### config.mk
export PLATFORM = sky130hd
export DESIGN_NAME = vga_timing_gen
export DESIGN_NICKNAME = d
export VERILOG_FILES = /design/src/rtl/vga_timing_gen.sv
export SDC_FILE = /design/constraint.sdc
export NUM_CORES = 1
export LEC_CHECK = 0
export ABC_AREA = 0
export ABC_CLOCK_PERIOD_IN_PS = 2300
export BUFFER_PORTS_ARGS = -buffer_cell sky130_fd_sc_hd__buf_4
export CORE_MARGIN = 8
export CORE_UTILIZATION = 48
export DETAILED_ROUTE_END_ITERATION = 8
export GPL_TIMING_DRIVEN = 0
export MAX_ROUTING_LAYER = met4
export PLACE_DENSITY = 0.73
export RECOVER_POWER = 50
export SKIP_LAST_GASP = 1
export SLEW_MARGIN = 20
export SYNTH_ARGS = -nofsm -noshare
export SYNTH_HDL_FRONTEND = slang
export SYNTH_SLANG_ARGS = --single-unit
### constraint.sdc
create_clock -name i_clk -period 2.3 [get_ports i_clk]
set_input_delay 0.46 -clock i_clk [delete_from_list [all_inputs] [get_ports i_clk]]
set_output_delay 0.46 -clock i_clk [all_outputs]
set_load 0.03 [all_outputs]
### src/rtl/vga_timing_gen.sv
// Parametrised VGA raster timing generator: H/V counters, syncs, visible flag, line/frame strobes.
// Optional frame counter output enabled by defining VGA_TIMING_FRAME_CNT_EN.
module vga_timing_gen #(
  parameter int unsigned P_H_CNT_WIDTH     = 10,
  parameter int unsigned P_V_CNT_WIDTH     = 10,
  parameter int unsigned P_H_VISIBLE       = 640,
  parameter int unsigned P_H_FRONT_PORCH   = 16,
  parameter int unsigned P_H_SYNC          = 96,
  parameter int unsigned P_H_BACK_PORCH    = 48,
  parameter int unsigned P_V_VISIBLE       = 480,
  parameter int unsigned P_V_FRONT_PORCH   = 10,
  parameter int unsigned P_V_SYNC          = 2,
  parameter int unsigned P_V_BACK_PORCH    = 33,
  parameter bit          P_H_SYNC_POL      = 1'b0,
  parameter bit          P_V_SYNC_POL      = 1'b0,
  parameter int unsigned P_FRAME_CNT_WIDTH = 8
) (
  input  logic                     i_clk,
  input  logic                     i_reset,
  input  logic                     i_pix_en,
  output logic [P_H_CNT_WIDTH-1:0] oa_h_coord,
  output logic [P_V_CNT_WIDTH-1:0] oa_v_coord,
  output logic                     o_visible,
  output logic                     o_h_sync,
  output logic                     o_v_sync,
  output logic                     o_line_start,
  output logic                     o_frame_start
`ifdef VGA_TIMING_FRAME_CNT_EN
  ,
  output logic [P_FRAME_CNT_WIDTH-1:0] oa_frame_cnt
`endif
);

  localparam int unsigned H_TOTAL      = P_H_VISIBLE + P_H_FRONT_PORCH + P_H_SYNC + P_H_BACK_PORCH;
  localparam int unsigned V_TOTAL      = P_V_VISIBLE + P_V_FRONT_PORCH + P_V_SYNC + P_V_BACK_PORCH;
  localparam int unsigned H_SYNC_START = P_H_VISIBLE + P_H_FRONT_PORCH;
  localparam int unsigned H_SYNC_END   = H_SYNC_START + P_H_SYNC;
  localparam int unsigned V_SYNC_START = P_V_VISIBLE + P_V_FRONT_PORCH;
  localparam int unsigned V_SYNC_END   = V_SYNC_START + P_V_SYNC;

  localparam longint unsigned H_CAP = 64'd1 << P_H_CNT_WIDTH;
  localparam longint unsigned V_CAP = 64'd1 << P_V_CNT_WIDTH;

  localparam logic [P_H_CNT_WIDTH-1:0] H_LAST = P_H_CNT_WIDTH'(H_TOTAL - 1);
  localparam logic [P_V_CNT_WIDTH-1:0] V_LAST = P_V_CNT_WIDTH'(V_TOTAL - 1);

  // Configuration sanity: totals must fit their counters, segments must be non-empty where required.
  if (64'(H_TOTAL) > H_CAP || 64'(V_TOTAL) > V_CAP ||
      P_H_VISIBLE < 1 || P_V_VISIBLE < 1 || P_H_SYNC < 1 || P_V_SYNC < 1 ||
      P_FRAME_CNT_WIDTH < 1) begin : g_bad_config
    initial begin
      $display("vga_timing_gen: illegal parameters (H_TOTAL=%0d, V_TOTAL=%0d)", H_TOTAL, V_TOTAL);
      $finish;
    end
  end

  logic [P_H_CNT_WIDTH-1:0] h_q;
  logic [P_V_CNT_WIDTH-1:0] v_q;
  logic [P_H_CNT_WIDTH-1:0] h_next;
  logic [P_V_CNT_WIDTH-1:0] v_next;
  logic                     h_wrap;
  logic                     v_wrap;
  logic                     visible_next;
  logic                     h_sync_act;
  logic                     v_sync_act;

  // Raster advance: one pixel per enabled cycle, line advance on h wrap.
  always_comb begin
    h_next = h_q;
    v_next = v_q;
    h_wrap = 1'b0;
    v_wrap = 1'b0;
    if (i_pix_en) begin
      if (h_q == H_LAST) begin
        h_next = '0;
        h_wrap = 1'b1;
        if (v_q == V_LAST) begin
          v_next = '0;
          v_wrap = 1'b1;
        end else begin
          v_next = v_q + P_V_CNT_WIDTH'(1);
        end
      end else begin
        h_next = h_q + P_H_CNT_WIDTH'(1);
      end
    end
  end

  // Flags derived from next-state coordinates so they line up with the registered coordinates.
  always_comb begin
    visible_next = (32'(h_next) < P_H_VISIBLE) && (32'(v_next) < P_V_VISIBLE);
    h_sync_act   = (32'(h_next) >= H_SYNC_START) && (32'(h_next) < H_SYNC_END);
    v_sync_act   = (32'(v_next) >= V_SYNC_START) && (32'(v_next) < V_SYNC_END);
  end

  always_ff @(posedge i_clk) begin
    if (i_reset) begin
      h_q           <= '0;
      v_q           <= '0;
      o_visible     <= 1'b1;
      o_h_sync      <= ~P_H_SYNC_POL;
      o_v_sync      <= ~P_V_SYNC_POL;
      o_line_start  <= 1'b0;
      o_frame_start <= 1'b0;
    end else begin
      h_q           <= h_next;
      v_q           <= v_next;
      o_visible     <= visible_next;
      o_h_sync      <= h_sync_act ? P_H_SYNC_POL : ~P_H_SYNC_POL;
      o_v_sync      <= v_sync_act ? P_V_SYNC_POL : ~P_V_SYNC_POL;
      o_line_start  <= h_wrap;
      o_frame_start <= v_wrap;
    end
  end

  assign oa_h_coord = h_q;
  assign oa_v_coord = v_q;

`ifdef VGA_TIMING_FRAME_CNT_EN
  logic [P_FRAME_CNT_WIDTH-1:0] frame_cnt_q;

  // Frame counter steps on the same edge that raises o_frame_start.
  always_ff @(posedge i_clk) begin
    if (i_reset) begin
      frame_cnt_q <= '0;
    end else if (v_wrap) begin
      frame_cnt_q <= frame_cnt_q + P_FRAME_CNT_WIDTH'(1);
    end
  end

  assign oa_frame_cnt = frame_cnt_q;
`endif

endmodule
==> results.json <==
{
  "outcome": "finished with violations",
  "violated_checks": "setup timing",
  "global_route.usage.total_pct": 14.2,
  "max-clock-path-buffers": 2,
  "first_global_vias": 1259,
  "cts_hold_buf": 0,
  "hold_path_class": "input pin to flop",
  "slew_violations": 0,
  "grt_start_max_net_pins": 14,
  "cp.arrival_ns": 2.49,
  "share_of_the_core_filled_with_cells_in_the_final_layout_pct": 65.3,
  "synth_cell_type_count": 43,
  "hpwl_after_dpl_um": 2570,
  "place.detailed.instances": 220,
  "kind_of_cell_with_the_highest_combined_delay_on_the_critical_path": "simple AND/OR/NAND/NOR gates",
  "crit_slowest_cell": "sky130_fd_sc_hd__or4_4",
  "grt-ovfl-total": 0,
  "power_density_nw_per_um2": 378,
  "crit_required_ns": 2.49,
  "syn_area_um2": 1360,
  "detail_route.drc_violations": 0,
  "cp_slowest_stage_delay_ns": 0.52,
  "post_route_setup_slack_ns": -0.00734,
  "antenna_cells_inserted": 0,
  "worst_pin_slew_ns": 0.556,
  "ant_nets": 0,
  "ys_seq_elements": 25,
  "part_of_the_cycle_the_worst_path_needs_pct": 100,
  "synth.yosys.warnings": 0,
  "core_um2": 2710,
  "ios": 28,
  "vdd_ir_drop_max_mv": 0.365,
  "horizontal_extent_of_the_die_um": 69.2,
  "layout-area-overhead-vs-synth_pct": 30.4,
  "kind_of_launch_point_of_the_worst_setup_path": "flop",
  "postSynthNetCount": 168,
  "cts_inserted_buffers": 3,
  "fillers": 230,
  "report.final.hold_viol_count": 0,
  "floorplan.initialDensity_pct": 50.0,
  "fmax_ghz": 0.433,
  "first_pass_iters": 4,
  "antenna_found_initial": 0,
  "critPathMostFrequentCell": "sky130_fd_sc_hd__or3_4",
  "stdcell_count": 233,
  "clock_sinks": 25,
  "synth_sequential_area_ratio_pct": 36.9,
  "maxSlewHeadroom_pct": 62.6,
  "yosys-top-cells-area": "sky130_fd_sc_hd__dfxtp_1, sky130_fd_sc_hd__nand4_1, sky130_fd_sc_hd__xnor2_1",
  "vias_per_cell": 6.04,
  "critPathKind": "flop to flop",
  "detail_route.wl_per_cell_um": 16.0,
  "fin_skew_ns": 0.00370,
  "avgSynthCellArea_um2": 8.37,
  "post-synth-top-area-cell": "sky130_fd_sc_hd__dfxtp_1",
  "finalSetupViolations": 1,
  "num_rows": 19,
  "rsz_0062_raised_after_global_routing": "yes",
  "die_h_um": 69.2,
  "critical_path.max_fanout": 6,
  "clkTransAtPathRegs_ns": 0.13,
  "buffers_on_ports": 27,
  "design.final.nets": 209,
  "cts_root_buf": "sky130_fd_sc_hd__clkbuf_4",
  "htreeDepth": 1,
  "list_of_cells_traversed_by_the_critical_path": "or3_4, or3_4, or4_4, a211oi_4, o2111ai_2",
  "final_period_minus_worst_setup_slack_ns": 2.31,
  "type_of_destination_of_the_critical_path": "flop",
  "synthCells": 162,
  "routabilityCongestion": 0.871,
  "cts_tree": "built",
  "floorplan.die_area_um2": 4780,
  "drt_wl_total_um": 3730,
  "drv_cap": 0,
  "detailroute.via_count": 1408,
  "clkLatencyLatePin_ns": 0.31,
  "fraction_of_final_layout_cells_sized_beyond_drive_strength_1_pct": 28.2,
  "synth_top_area_share_pct": 36.9,
  "grt_pass1_wl_um": 5740,
  "dr.first_iter.drc_count": 93,
  "leakage_nw": 0.657,
  "cp_num_buf_inv": 0
}
-- power breakdown --
part | internal (mW) | switching, mW | total [mW]
combinational | 0.0138 | 0.0229 | 0.0367
sequential | 0.434 | 0.00596 | 0.439
clock | 0.0677 | 0.126 | 0.193
total | 0.515 | 0.154 | 0.669
-- Yosys cell counts, drive strengths merged --
master / n
a31oi: 1
o2111ai: 2
nor4bb: 1
ha: 3
mux2i: 2
nand4b: 1
clkbuf: 4
nand2: 7
and3: 3
or3: 3
o211ai: 1
nor2b: 2
a21oi: 12
a211o: 2
or2: 1
nor3: 9
buf: 4
a2bb2oi: 1
and2: 2
nand2b: 2
or4: 3
nor4b: 1
nor4: 4
nand3: 8
o31ai: 3
dfxtp: 25
xor2: 4
and4: 2
nand4: 10
nor2: 15
a211oi: 2
o21ai: 5
xnor2: 7
a21o: 1
inv: 6
o22ai: 1
a221oi: 2
-- through the flow --
| stage | power [mW] | TNS [ns] | cell area, um^2 | hold slack, ns | setup slack (ns) |
|---|---|---|---|---|---|
| floorplan | 0.469 | -0.0347 | 1380 | 0.541 | -0.0247 |
| global placement | 0.483 | -0.580 | 1620 | 0.484 | -0.355 |
| detailed placement | 0.484 | -0.605 | 1620 | 0.504 | -0.341 |
| CTS | 0.679 | 0 | 1680 | 0.303 | 0.0324 |
| global route | 0.700 | -0.108 | 1770 | 0.323 | -0.0565 |
| finish | 0.669 | -0.00734 | 1770 | 0.329 | -0.00734 |
-- worst paths after layout --
check / startpoint / end / slack [ns] / depth (start not counted)
worst max-delay path: oa_h_coord[5] / o_v_sync / -0.007 / 5
worst min-delay path: i_reset / oa_v_coord[5] / 0.33 / 2
worst max register to register: oa_h_coord[5] / o_v_sync / -0.007 / 5
worst min register to register: oa_h_coord[1] / oa_h_coord[1] / 0.54 / 2
-- sequential cells by signal (all words and copies together), names as in the netlist --
| register | count |
|---|---|
| o_frame_start | 1 |
| o_h_sync | 1 |
| o_line_start | 1 |
| o_v_sync | 1 |
| o_visible | 1 |
| oa_h_coord | 10 |
| oa_v_coord | 10 |
-- metal layers --
| metal | track usage (%) | wire (um) | share of wire (%) |
|---|---|---|---|
| met5 | - | 0 | 0 |
| met2 | 22.8 | 1870 | 50 |
| met1 | 17.4 | 1620 | 43 |
| met3 | 2.86 | 218 | 5.8 |
| met4 | 4.10 | 23 | 0.62 |
-- layout make-up --
type / instances / area [um^2] / area share (%)
Sequential cell: 25 / 518 / 29.3
Clock buffer: 4 / 26.3 / 1.49
Tap cell: 31 / 38.8 / 2.19
Buffer: 4 / 18.8 / 1.06
Multi-Input combinational cell: 123 / 863 / 48.8
Inverter: 6 / 22.5 / 1.27
Timing Repair Buffer: 40 / 282 / 15.9
-- placed cells by master (no fill, tap or decap), types with 3 or more instances in the layout --
master                     netlist  routed
sky130_fd_sc_hd__nor2_1         15      15
sky130_fd_sc_hd__clkbuf_1        4       9
sky130_fd_sc_hd__nand2_1         7       7
sky130_fd_sc_hd__nor3_1          9       9
sky130_fd_sc_hd__dfxtp_4         0       4
sky130_fd_sc_hd__nand4_1        10      10
sky130_fd_sc_hd__xnor2_1         7       7
sky130_fd_sc_hd__o21ai_0         5       5
sky130_fd_sc_hd__inv_1           6       6
sky130_fd_sc_hd__and3_1          3       3
sky130_fd_sc_hd__o31ai_1         3       3
sky130_fd_sc_hd__buf_4           1      35
sky130_fd_sc_hd__nand3_1         8       8
sky130_fd_sc_hd__a21oi_1        12      12
sky130_fd_sc_hd__dfxtp_1        25      19
sky130_fd_sc_hd__xor2_1          4       4
sky130_fd_sc_hd__clkbuf_4        0       4
-- worst reg2reg max path: stages, from the launching register on --
cell                        delay, ns
sky130_fd_sc_hd__dfxtp_4         0.39
sky130_fd_sc_hd__or3_4           0.42
sky130_fd_sc_hd__or3_4           0.43
sky130_fd_sc_hd__or4_4           0.52
sky130_fd_sc_hd__a211oi_4        0.28
sky130_fd_sc_hd__o2111ai_2       0.14
-- logic make-up (layout without fill, tap and decap cells) --
| logic type | Yosys count | after routing | share of synthesized area, % |
|---|---|---|---|
| simple gates | 74 | 74 | 30.9 |
| compound gates | 33 | 33 | 16.0 |
| flops | 25 | 25 | 36.9 |
| mux | 2 | 2 | 1.48 |
| fa+ha+maj | 3 | 3 | 2.77 |
| buf+inv | 14 | 54 | 4.89 |
| xor+xnor | 11 | 11 | 7.10 |
-- repair_timing --
action,in CTS,in global routing
gates resized for setup,5,11
pin swaps,6,5
setup endpoints to repair,2,3
buffers inserted,5,8
Power figures use the tool's default switching activity.
